==> config.mk <==
export PLATFORM = sky130hd
export DESIGN_NAME = button_bank
export DESIGN_NICKNAME = d
export VERILOG_FILES = /design/src/rtl/button_bank.sv
export SDC_FILE = /design/constraint.sdc
export NUM_CORES = 1
export LEC_CHECK = 0
export ABC_AREA = 0
export ABC_CLOCK_PERIOD_IN_PS = 2300
export BUFFER_PORTS_ARGS = -buffer_cell sky130_fd_sc_hd__buf_2
export CAP_MARGIN = 25
export CORE_MARGIN = 2
export CORE_UTILIZATION = 40
export CTS_CLUSTER_SIZE = 30
export DETAILED_ROUTE_END_ITERATION = 7
export PLACE_DENSITY = 0.63
export SLEW_MARGIN = 20
export SYNTH_ARGS = -nofsm -noshare
export SYNTH_HDL_FRONTEND = slang
export SYNTH_SLANG_ARGS = --single-unit
==> constraint.sdc <==
create_clock -name clock -period 2.3 [get_ports clock]
set_input_delay 0.46 -clock clock [delete_from_list [all_inputs] [get_ports clock]]
set_output_delay 0.46 -clock clock [all_outputs]
set_load 0.02 [all_outputs]
==> src/rtl/button_bank.sv <==
// Multi-channel button/switch conditioner: two-flop sync, counter debounce, edge pulses.
// Define BUTTON_BANK_REPEAT_EN to add hold-to-repeat pulses on press.
module button_bank #(
  parameter int                  CHANNELS        = 5,
  parameter int                  DEBOUNCE_CYCLES = 650000,
  parameter int                  CNT_W           = 20,
  parameter logic [CHANNELS-1:0] INVERT          = {CHANNELS{1'b0}},
  parameter int                  REPEAT_DELAY    = 32500000,
  parameter int                  REPEAT_RATE     = 6500000,
  parameter int                  RPT_W           = 26
) (
  input  logic                clock,
  input  logic                reset,
  input  logic [CHANNELS-1:0] noisy,
  output logic [CHANNELS-1:0] clean,
  output logic [CHANNELS-1:0] rise,
  output logic [CHANNELS-1:0] fall,
  output logic [CHANNELS-1:0] press,
  output logic                any_rise
);

  localparam logic [CNT_W-1:0] CNT_LAST = CNT_W'(DEBOUNCE_CYCLES - 1);

  genvar gi;
  generate
    for (gi = 0; gi < CHANNELS; gi++) begin : g_ch
      logic             s1_q, s1_d;
      logic             s2_q, s2_d;
      logic             clean_q, clean_d;
      logic             rise_q, rise_d;
      logic             fall_q, fall_d;
      logic [CNT_W-1:0] cnt_q, cnt_d;

      always_comb begin
        s1_d    = noisy[gi] ^ INVERT[gi];
        s2_d    = s1_q;
        clean_d = clean_q;
        cnt_d   = cnt_q;
        rise_d  = 1'b0;
        fall_d  = 1'b0;
        if (s2_q == clean_q) begin
          cnt_d = '0;
        end else if (cnt_q == CNT_LAST) begin
          // Edge pulses are registered alongside clean so they coincide with it.
          clean_d = s2_q;
          cnt_d   = '0;
          rise_d  = s2_q;
          fall_d  = ~s2_q;
        end else begin
          cnt_d = cnt_q + 1'b1;
        end
      end

      always_ff @(posedge clock) begin
        if (reset) begin
          s1_q    <= 1'b0;
          s2_q    <= 1'b0;
          clean_q <= 1'b0;
          rise_q  <= 1'b0;
          fall_q  <= 1'b0;
          cnt_q   <= '0;
        end else begin
          s1_q    <= s1_d;
          s2_q    <= s2_d;
          clean_q <= clean_d;
          rise_q  <= rise_d;
          fall_q  <= fall_d;
          cnt_q   <= cnt_d;
        end
      end

      assign clean[gi] = clean_q;
      assign rise[gi]  = rise_q;
      assign fall[gi]  = fall_q;

`ifdef BUTTON_BANK_REPEAT_EN
      localparam logic [RPT_W-1:0] DELAY_LAST = RPT_W'(REPEAT_DELAY - 1);
      localparam logic [RPT_W-1:0] RATE_LAST  = RPT_W'(REPEAT_RATE - 1);

      logic [RPT_W-1:0] rc_q, rc_d;
      logic             phase_q, phase_d;   // 0: waiting initial delay, 1: repeating at rate
      logic             rpt_q, rpt_d;

      // A released or releasing channel holds the counter cleared, so a rise
      // always starts from rc = 0 in the delay phase.
      always_comb begin
        rc_d    = '0;
        phase_d = 1'b0;
        rpt_d   = 1'b0;
        if (clean_q && !fall_d) begin
          if (rc_q == (phase_q ? RATE_LAST : DELAY_LAST)) begin
            rpt_d   = 1'b1;
            phase_d = 1'b1;
          end else begin
            rc_d    = rc_q + 1'b1;
            phase_d = phase_q;
          end
        end
      end

      always_ff @(posedge clock) begin
        if (reset) begin
          rc_q    <= '0;
          phase_q <= 1'b0;
          rpt_q   <= 1'b0;
        end else begin
          rc_q    <= rc_d;
          phase_q <= phase_d;
          rpt_q   <= rpt_d;
        end
      end

      assign press[gi] = rise_q | rpt_q;
`else
      assign press[gi] = rise_q;
`endif
    end

`ifndef BUTTON_BANK_REPEAT_EN
    // Repeat parameters are accepted for interface compatibility but unused here.
    if (REPEAT_DELAY < 0 || REPEAT_RATE < 0 || RPT_W < 0) begin : g_rpt_unused
    end
`endif
  endgenerate

  assign any_rise = |rise;

endmodule

==> results.cfg <==
[outcome]
outcome = completed

[route]
drtIter0Drc = 288
vias = 4345
wl_per_cell_um = 12.5
wl_um = 10600
drtPass1Iterations = 4
drc = 0
via_per_inst = 5.10
ant_nets = 0

[worst_setup_path]
critPathKind = reg -> reg
cp.arrival_ns = 2.31
start_kind = flop
path_max_fanout = 7
crit_chain = or4b_1 > or4b_4 > o21ai_4 > buf_4 > nor2_1
cpMaxStageDelayCell = or4b_4
critical-path-max-stage-delay_ns = 0.57
cp.required_ns = 2.60
cp-end-kind = flop

[synthesis]
synth_compound_area_frac = 0.0570
yosysUniqueCellTypes = 47
ys_warn_count = 0
synthTopCellsByArea = dfxtp_1 (45%), xnor2_1 (8.7%), nor2_1 (6.6%)
synth_fa_ha_area_frac = 0.0113
synthArstFlopShare = 0
synth_commonest_cells = dfxtp_1 (125), nor2_1 (98), xnor2_1 (55), nand3_1 (38), nand4_1 (30)
synth_xor_area_frac = 0.112
synthFlopType = dfxtp_1
synthSimpleGateAreaFrac = 0.308
synth.area.mux_share = 0.00722
yosysTopAreaCell = dfxtp_1
syn_nets = 644
yosysTopAreaCellShare = 0.451
yosysMostFrequentCell = dfxtp_1
synth_edf_count = 0
synth_seq_cells = 125
synth_area_per_cell_um2 = 8.78
synthCells = 632
netlist_area_um2 = 5550
yosysSeqAreaShare = 0.451
synth_top_family_by_area = simple AND/OR/NAND/NOR gates

[timing]
relSlewSlack = 0.650
setup_viol = 0
drv_slew = 0
hold_viol = 0
max_freq_mhz = 499
rsz0062_at_grt = false
tns_ns = 0
min_period_ns = 2.01
fin_skew_ns = 0.00618
post-route-period-util = 0.872
worst_pin_slew_ns = 0.520

[clock_tree]
cts_buffers = 17
cts.sinks = 125
worstSkewPairLatency_ns = 0.41
cts_tree = built
postCtsHoldBufs = 0
cts.path.max_buffers = 2
ctsHtreeMaxLevel = 4
cts_resized = 0
cts_setup_buffers = 0
clk_transition_reported_paths_ns = 0.05
clockRootBuffer = clkbuf_16

[final_layout]
diodes = 0
fin_area_um2 = 6360
area_growth_pct = 14.6
drive_gt1_frac = 0.118
nets = 672
finalNonFillerCells = 852
n_fill_cell = 1311

[pwr]
p_comb_frac = 0.011
pwr-share-seq = 0.473
swShare = 0.200
power.leakage_nw = 2.00
ir_drop_uv = 621
p_per_area_nw_per_um2 = 727
pwr-share-clk = 0.517
switchingPower_mw = 0.923
intPower_mw = 3.70

[run]
maxCapViolations = 0

[grt]
gr-total-overflow = 0
grt_pass1_wl_um = 18200
grt_max_degree = 23
track_usage = 0.154
grt_pass1_vias = 4066
antenna_found_initial = 0

[worst_hold_path]
hold_class = in -> reg

[floorplanning]
io_pins = 28
chipWidth_um = 122
die_h_um = 122
die_area_um2 = 14800
std_cell_rows = 43
initial_utilization = 0.404
core_um2 = 13700

[place]
dp_hpwl_um = 7550
portBuffers = 27
placed_area_um2 = 5820
gp_congestion = 0.783
dp.cells = 821
==> per-stage QoR <==
stage | power [mW] | util | setup slack (ns) | hold WS, ns
2_1_floorplan | 2.26 | - | 0.357 | 0.414
5_1_grt | 4.79 | 0.463 | 0.157 | 0.262
3_3_place_gp | 2.28 | 0.424 | 0.319 | 0.416
6_report | 4.62 | 0.463 | 0.295 | 0.252
4_1_cts | 4.68 | 0.463 | 0.278 | 0.237
3_5_place_dp | 2.28 | 0.424 | 0.287 | 0.424
==> cell families (layout without fill, tap and decap cells) <==
group,count (synthesis),in the layout
adder cells (fa/ha/maj),5,5
multiplexers,4,4
XOR/XNOR,71,71
flip-flops,125,125
AND/OR/NAND/NOR,320,320
AO/OA/AOI/OAI,51,51
buffers and inverters,56,96
==> cell type report <==
| cell class | count | area [µm²] | share of cell area |
|---|---|---|---|
| Clock buffer | 25 | 505 | 0.0795 |
| Timing Repair Buffer | 44 | 263 | 0.0413 |
| Tap cell | 180 | 225 | 0.0354 |
| Clock inverter | 6 | 35.0 | 0.00551 |
| Multi-Input combinational cell | 451 | 2750 | 0.432 |
| Inverter | 21 | 78.8 | 0.0124 |
| Sequential cell | 125 | 2500 | 0.394 |
==> power groups by stage <==
stage | logic (mW) | clock network (mW) | registers, mW
final | 0.0489 | 2.39 | 2.19
after global routing | 0.0559 | 2.55 | 2.18
after CTS | 0.0493 | 2.45 | 2.18
after detailed placement | 0.0493 | 0 | 2.23
after global placement | 0.0486 | 0 | 2.23
after floorplan | 0.0316 | 0 | 2.23
==> critical path, delay by kind of cell, from the launching register on <==
family,cells,cell delay [ns]
flops,1,0.33
simple gates,3,1.17
buf+inv,1,0.18
compound gates,1,0.21
==> registers in the layout (all words and copies together), names as in the netlist <==
signal,cells
g_ch.s1_q,5
g_ch.fall_q,5
g_ch.s2_q,5
g_ch.clean_q,5
g_ch.rise_q,5
g_ch.cnt_q,100
==> cell usage in the layout, fill, tap and decap left out, types with 2 or more instances in the layout <==
cell type / n
a21oi_1: 18
and2_1: 3
and3_1: 15
and4_1: 6
buf_2: 27
buf_4: 17
clkbuf_1: 3
clkbuf_16: 17
clkbuf_8: 5
clkinv_2: 4
clkinvlp_4: 2
dfxtp_1: 125
ha_1: 5
inv_1: 21
mux2i_1: 4
nand2_1: 18
nand2b_1: 10
nand3_1: 38
nand4_1: 30
nor2_1: 98
nor2b_1: 14
nor3_1: 23
nor3b_1: 4
nor4_1: 27
nor4b_1: 4
nor4bb_1: 2
o21ai_0: 16
o21ai_1: 3
o21ba_2: 2
o221ai_1: 3
o41ai_1: 2
or3_1: 12
or4_1: 9
xnor2_1: 55
xor2_1: 16
==> layer usage <==
| metal | vias up | part of all wire | track usage |
|---|---|---|---|
| met2 | 61 | 0.46 | 0.252 |
| met3 | 16 | 0.039 | 0.0454 |
| met1 | 2006 | 0.48 | 0.187 |
| li1 | 2262 | - | - |
| met4 | 0 | 0.017 | 0.0726 |
| met5 | - | 0 | 0 |
==> path summary, 6_finish.rpt <==
kind,slack [ns],startpoint,endpoint,cells past startpoint
setup / recovery,0.29,g_ch[0].cnt_q[18],g_ch[0].cnt_q[5],5
hold reg to reg,0.44,g_ch[2].s1_q,g_ch[2].s2_q,1
setup reg to reg,0.29,g_ch[0].cnt_q[18],g_ch[0].cnt_q[5],5
hold / removal,0.25,noisy[1],g_ch[1].s1_q,2
(Power assumes the default switching activity.)
